$ cat config.mk
export PLATFORM = sky130hd
export DESIGN_NAME = bsg_manycore_remote_req_ctrl
export DESIGN_NICKNAME = d
export VERILOG_FILES = /design/src/rtl/bsg_manycore_remote_req_ctrl.sv
export SDC_FILE = /design/constraint.sdc
export NUM_CORES = 1
export LEC_CHECK = 0
export BUFFER_PORTS_ARGS = -buffer_cell sky130_fd_sc_hd__clkbuf_2
export CAP_MARGIN = 40
export CORE_UTILIZATION = 40
export DETAILED_ROUTE_END_ITERATION = 8
export PLACE_DENSITY = 0.69
export SETUP_SLACK_MARGIN = 0.1
export SYNTH_ARGS = -nofsm -noshare
export SYNTH_HDL_FRONTEND = slang
export SYNTH_SLANG_ARGS = --single-unit
$ cat constraint.sdc
create_clock -name clk_i -period 3.1 [get_ports clk_i]
set_input_delay 0.31 -clock clk_i [delete_from_list [all_inputs] [get_ports clk_i]]
set_output_delay 0.31 -clock clk_i [all_outputs]
set_load 0.02 [all_outputs]
$ cat src/rtl/bsg_manycore_remote_req_ctrl.sv
// Remote request sequencer between the core packet encoder and the network link.
// Buffers one packet, throttles stores by credits, tracks four lock slots.
module bsg_manycore_remote_req_ctrl #(
  parameter int x_cord_width_p = 4,
  parameter int y_cord_width_p = 4,
  parameter int data_width_p = 32,
  parameter int addr_width_p = 16,
  parameter int max_out_credits_p = 16,
  localparam int packet_width_lp = 2 + data_width_p / 8 + data_width_p
    + addr_width_p + 2 * (x_cord_width_p + y_cord_width_p),
  localparam int credit_width_lp = $clog2(max_out_credits_p + 1)
) (
  input  logic clk_i,
  input  logic reset_n_i,
  input  logic v_i,
  input  logic req_lock_i,
  input  logic [1:0] lock_num_i,
  input  logic rel_lock_i,
  input  logic ret_store_cntr_i,
  input  logic req_lock_stat_i,
  input  logic [packet_width_lp-1:0] pkt_i,
  output logic ready_o,
  output logic link_v_o,
  output logic [packet_width_lp-1:0] link_data_o,
  input  logic link_ready_i,
  input  logic credit_return_i,
  input  logic lock_resp_v_i,
  input  logic lock_resp_grant_i,
  output logic ret_v_o,
  output logic [data_width_p-1:0] ret_data_o,
  output logic [credit_width_lp-1:0] credits_o,
  output logic [3:0] lock_held_o,
  output logic err_o
);

  localparam logic [0:0] st_idle = 1'b0;
  localparam logic [0:0] st_wait_lock = 1'b1;
  localparam int cw1 = credit_width_lp + 1;

  logic [0:0] state_r;
  logic buf_v_r;
  logic buf_lock_r;
  logic [1:0] buf_slot_r;
  logic [1:0] lock_slot_r;
  logic [packet_width_lp-1:0] buf_data_r;
  logic [credit_width_lp-1:0] credits_r;
  logic [3:0] lock_held_r;
  logic err_r;
  logic ret_v_r;
  logic [data_width_p-1:0] ret_data_r;
  logic [data_width_p-1:0] ret_next;

  logic drain, local_op, multi_op, pend, credit_ok, base;
  logic accept_req, accept_local;
  logic hs_lock, hs_store, resp_ok;
  logic do_rsc, do_rls, do_rel, err_set;

  assign drain = buf_v_r & link_ready_i;
  assign local_op = ret_store_cntr_i | req_lock_stat_i | rel_lock_i;
  assign multi_op = (ret_store_cntr_i & req_lock_stat_i)
                  | (ret_store_cntr_i & rel_lock_i)
                  | (req_lock_stat_i & rel_lock_i);
  assign pend = buf_v_r & ~buf_lock_r;
  // a buffered store already owns a credit slot before it reaches the link
  assign credit_ok = ({1'b0, credits_r} + cw1'(pend))
                   < cw1'(max_out_credits_p);
  assign base = (state_r == st_idle) & (~buf_v_r | drain) & ~buf_lock_r;
  assign ready_o = base & (local_op | req_lock_i | credit_ok);

  assign accept_req = v_i & ready_o & ~local_op;
  assign accept_local = local_op & ready_o;
  assign hs_lock = drain & buf_lock_r;
  assign hs_store = drain & ~buf_lock_r;
  assign resp_ok = (state_r == st_wait_lock) & lock_resp_v_i;

  assign do_rsc = accept_local & ret_store_cntr_i;
  assign do_rls = accept_local & ~ret_store_cntr_i & req_lock_stat_i;
  assign do_rel = accept_local & ~ret_store_cntr_i & ~req_lock_stat_i
                & rel_lock_i;

  assign err_set = (credit_return_i & ~hs_store & (credits_r == '0))
                 | (do_rel & ~lock_held_r[lock_num_i])
                 | (accept_local & multi_op)
                 | (lock_resp_v_i & (state_r != st_wait_lock));

  always_comb begin
    ret_next = '0;
    unique case (1'b1)
      resp_ok: ret_next = data_width_p'(lock_resp_grant_i);
      do_rsc:  ret_next = data_width_p'(credits_r);
      do_rls:  ret_next = data_width_p'(lock_held_r);
      default: ret_next = '0;
    endcase
  end

  always_ff @(posedge clk_i or negedge reset_n_i) begin
    if (!reset_n_i) begin
      state_r <= st_idle;
      buf_v_r <= 1'b0;
      buf_lock_r <= 1'b0;
      buf_slot_r <= '0;
      buf_data_r <= '0;
      lock_slot_r <= '0;
      credits_r <= '0;
      lock_held_r <= '0;
      err_r <= 1'b0;
      ret_v_r <= 1'b0;
      ret_data_r <= '0;
    end else begin
      if (accept_req) begin
        buf_v_r <= 1'b1;
        buf_data_r <= pkt_i;
        buf_lock_r <= req_lock_i;
        buf_slot_r <= lock_num_i;
      end else if (drain) begin
        buf_v_r <= 1'b0;
        buf_data_r <= '0;
        buf_lock_r <= 1'b0;
      end
      if (hs_lock) begin
        state_r <= st_wait_lock;
        lock_slot_r <= buf_slot_r;
      end else if (resp_ok) begin
        state_r <= st_idle;
      end
      if (hs_store & ~credit_return_i) begin
        credits_r <= credits_r + 1'b1;
      end else if (~hs_store & credit_return_i & (credits_r != '0)) begin
        credits_r <= credits_r - 1'b1;
      end
      if (resp_ok & lock_resp_grant_i) begin
        lock_held_r[lock_slot_r] <= 1'b1;
      end else if (do_rel) begin
        lock_held_r[lock_num_i] <= 1'b0;
      end
      if (err_set) err_r <= 1'b1;
      ret_v_r <= resp_ok | do_rsc | do_rls;
      ret_data_r <= ret_next;
    end
  end

  assign link_v_o = buf_v_r;
  assign link_data_o = buf_data_r;
  assign ret_v_o = ret_v_r;
  assign ret_data_o = ret_data_r;
  assign credits_o = credits_r;
  assign lock_held_o = lock_held_r;
  assign err_o = err_r;

endmodule

==> impl_metrics.json <==
{
  "slew_violations": 0,
  "design.final.nets": 685,
  "top_ff_cell_synth": "sky130_fd_sc_hd__dfrtp_1",
  "min_period_ns": 2.328,
  "root_buffer": "sky130_fd_sc_hd__clkbuf_16",
  "finalSetupTns_ns": 0,
  "post_synthesis_instance_total": 429,
  "firstDrtPassIters": 5,
  "syn_area_um2": 4532,
  "dr.first_iter.drc_count": 157,
  "synthesis.yosys.warnings": 0,
  "dp_hpwl_um": 7198,
  "cts_hold_fix_bufs": 1,
  "worst_clock_skew_ns": 0.008687,
  "routedWlPerCell_um": 13.09,
  "final.hold.worst_slack_ns": 0.1853,
  "outcome": "finished clean",
  "clock_power_share": 0.239,
  "switching_power_share_of_the_total": 0.3764,
  "die_h_um": 108.4,
  "power.switching_mw": 1.829,
  "first_global_vias": 3309,
  "io_buffer_count": 170,
  "final_weighted_congestion_in_routability_driven_placement": 0.8578,
  "synthesis.area_per_instance_um2": 10.56,
  "p_per_area_nw_per_um2": 858.6,
  "placeable_core_region_um2": 10940,
  "clock_latency_reported_for_the_late_side_of_the_worst_skew_pair_ns": 0.33,
  "globalRouteMet3Util": 0.04702,
  "die_area_um2": 11760,
  "post-synth-top-area-cell": "sky130_fd_sc_hd__dfrtp_1",
  "synth_cell_types": 38,
  "tritoncts": "yes",
  "pin_count": 198,
  "grt_overflow_total": 0,
  "grt_setup_unrepaired": "false",
  "max_stage_delay_ns": 0.57,
  "first_pass_grt_wire_length_um": 15240,
  "detail_route.drc_violations": 0,
  "htree_levels": 3,
  "via_count": 3337,
  "cp.required_ns": 2.79,
  "floorplan.initialDensity": 0.4144,
  "synth_top_area_frac": 0.5135,
  "numCtsBuffers": 9,
  "path_cells": "and4_1 -> a32oi_1 -> o41ai_1 -> inv_1 -> clkbuf_2",
  "cts_post_setup_buffers_inserted": 0,
  "combinational_share_of_power": 0.362,
  "min-delay-path-class": "input port to register",
  "maxCapViolations": 0,
  "synth-seq-cells": 93,
  "final_hold_viol_count": 0,
  "worstSetupPathType": "register to output port",
  "path_clk_slew_ns": 0.06,
  "library_cell_with_the_highest_instance_count_after_synthesis": "sky130_fd_sc_hd__dfrtp_1",
  "fp-row-count": 38,
  "final_core_utilization": 0.5175,
  "grtUsageMet1": 0.2037,
  "cts-resized-gates": 0,
  "globalRouteTotalUtil": 0.1677,
  "met2_usage": 0.2830,
  "final-instance-count-excl-fill": 742,
  "endpoint_kind": "output port",
  "crit_path_start_kind": "register",
  "finalSetupViolCount": 0,
  "place_inst": 726,
  "synth_top_cells_by_count": "93 x sky130_fd_sc_hd__dfrtp_1, 76 x sky130_fd_sc_hd__inv_1, 74 x sky130_fd_sc_hd__nand2_1",
  "power.static_leakage_nw": 3.119,
  "routed_vias_inst": 4.497,
  "number_of_clock_sinks": 93,
  "asyncSetResetFlopFracSynth": 1.000,
  "ys_top_cells_by_area": "sky130_fd_sc_hd__dfrtp_1 51%, sky130_fd_sc_hd__mux2i_1 16%, sky130_fd_sc_hd__inv_1 6.3%",
  "synth_edf_count": 0,
  "biggest_fanout_along_the_worst_timing_path": 7,
  "clock_path_buffers": 2,
  "internal_power_consumption_mw": 3.030,
  "antennaDiodeCount": 0,
  "tightest_slew_ns": 0.7356,
  "layout-drive-gt1-share": 0.3372,
  "grt_start_max_net_pins": 50,
  "ir_drop_mv": 0.3892,
  "p_seq_frac": 0.399,
  "dieWidth_um": 108.4,
  "final_antenna_net_count": 0,
  "flow.area_growth_from_synthesis_pct": 24.88,
  "peak_freq_ghz": 0.4295,
  "relSlewSlack": 0.5079,
  "part_of_the_yosys_area_used_for_sequential_elements": 0.5135,
  "antenna_found_initial": 0,
  "critPathSlowestCell": "sky130_fd_sc_hd__o41ai_1",
  "power.total_mw": 4.859,
  "globalRoute.busiestLayer": "met2",
  "cp_data_arrival_time_ns": 2.02,
  "routed_wirelength_um": 9716,
  "finalCritPeriodShare": 0.7510
}
==> flip-flops by register name, summed over array words and instances, names as in the netlist <==
| name | cells |
|---|---|
| state_r | 1 |
| buf_slot_r | 2 |
| credits_o | 5 |
| lock_held_o | 4 |
| ret_data_o | 5 |
| err_o | 1 |
| link_v_o | 1 |
| link_data_o | 70 |
| ret_v_o | 1 |
| buf_lock_r | 1 |
| lock_slot_r | 2 |
==> placed cells by master (no fill, tap or decap), types with 2 or more instances in the layout <==
cell type,count
sky130_fd_sc_hd__a21o_1,2
sky130_fd_sc_hd__a21oi_1,7
sky130_fd_sc_hd__a22oi_1,4
sky130_fd_sc_hd__a32o_1,2
sky130_fd_sc_hd__buf_12,2
sky130_fd_sc_hd__buf_4,3
sky130_fd_sc_hd__bufinv_16,2
sky130_fd_sc_hd__clkbuf_16,9
sky130_fd_sc_hd__clkbuf_2,169
sky130_fd_sc_hd__conb_1,27
sky130_fd_sc_hd__dfrtp_1,93
sky130_fd_sc_hd__ha_1,3
sky130_fd_sc_hd__inv_1,76
sky130_fd_sc_hd__mux2_2,4
sky130_fd_sc_hd__mux2_4,3
sky130_fd_sc_hd__mux2i_1,71
sky130_fd_sc_hd__nand2_1,73
sky130_fd_sc_hd__nand2_2,2
sky130_fd_sc_hd__nand3_1,6
sky130_fd_sc_hd__nor2_1,8
sky130_fd_sc_hd__nor2b_1,2
sky130_fd_sc_hd__o21ai_0,8
sky130_fd_sc_hd__or2_2,2
sky130_fd_sc_hd__xor2_1,3
==> kinds of logic (layout without fill, tap and decap cells) <==
| logic type | after synthesis | after routing | synth area share |
|---|---|---|---|
| DFF | 93 | 93 | 0.5135 |
| other | 1 | 27 | 0.0008275 |
| and+or+nand+nor | 103 | 103 | 0.09829 |
| muxes | 79 | 79 | 0.1817 |
| xor gates and xnor gates | 4 | 4 | 0.007732 |
| AOI/OAI and AO/OA | 26 | 26 | 0.03755 |
| adders and majority gates | 4 | 4 | 0.01270 |
| buffers and inverters | 119 | 266 | 0.1477 |
==> power by group through the flow <==
stage | Clock (mW) | Combinational, mW | Sequential [mW]
CTS | 1.20 | 1.79 | 1.94
global route | 1.25 | 1.93 | 1.99
detailed placement | 0 | 1.78 | 1.96
floorplan | 0 | 0.671 | 2.42
finish | 1.16 | 1.76 | 1.94
global placement | 0 | 1.74 | 1.94
==> critical path, delay by kind of cell (launching register included) <==
| kind | cells | cell delay, ns |
|---|---|---|
| AOI/OAI and AO/OA | 2 | 0.70 |
| buffers and inverters | 2 | 0.26 |
| DFF | 1 | 0.49 |
| and+or+nand+nor | 1 | 0.24 |
==> routing by layer <==
metal | up-vias | wire [um] | share of wire
met4 | 0 | 91 | 0.0094
met1 | 1583 | 4113 | 0.42
li1 | 1631 | - | -
met2 | 114 | 4923 | 0.51
met3 | 9 | 587 | 0.060
met5 | - | 0 | 0
==> final timing paths <==
check / startpoint / end / slack (ns) / cells past startpoint
hold reg to reg: buf_slot_r[1]$_DFFE_PN0P_ / buf_slot_r[1]$_DFFE_PN0P_ / 0.50 / 1
max in group asynchronous: reset_n_i / link_data_o[17]$_DFFE_PN0P_ / 1.91 / 3
hold / removal: pkt_i[59] / link_data_o[59]$_DFFE_PN0P_ / 0.19 / 3
setup reg to reg: buf_lock_r$_DFFE_PN0P_ / credits_o[4]$_DFFE_PN0P_ / 0.82 / 7
setup / recovery: credits_o[0]$_DFFE_PN0P_ / ready_o / 0.77 / 5
min in group asynchronous: reset_n_i / lock_slot_r[1]$_DFFE_PN0P_ / 0.52 / 2
==> area by class of cell <==
| type | count | area, um2 |
|---|---|---|
| fillers | 1001 | 5276 |
| flip-flops and latches | 93 | 2327 |
| multi-input cells | 243 | 1638 |
| repair buffers | 175 | 918.4 |
| inverters | 76 | 285.3 |
| clock buffers | 11 | 242.7 |
| well taps | 140 | 175.2 |
| clock inverters | 4 | 72.57 |
==> stage by stage <==
stage,setup slack [ns],instance area [um2]
floorplan,0.9424,4629
global placement,0.8897,5334
detailed placement,0.8564,5334
CTS,0.7533,5659
global route,0.5440,5659
finish,0.7718,5659
Power figures use the tool's default switching activity.
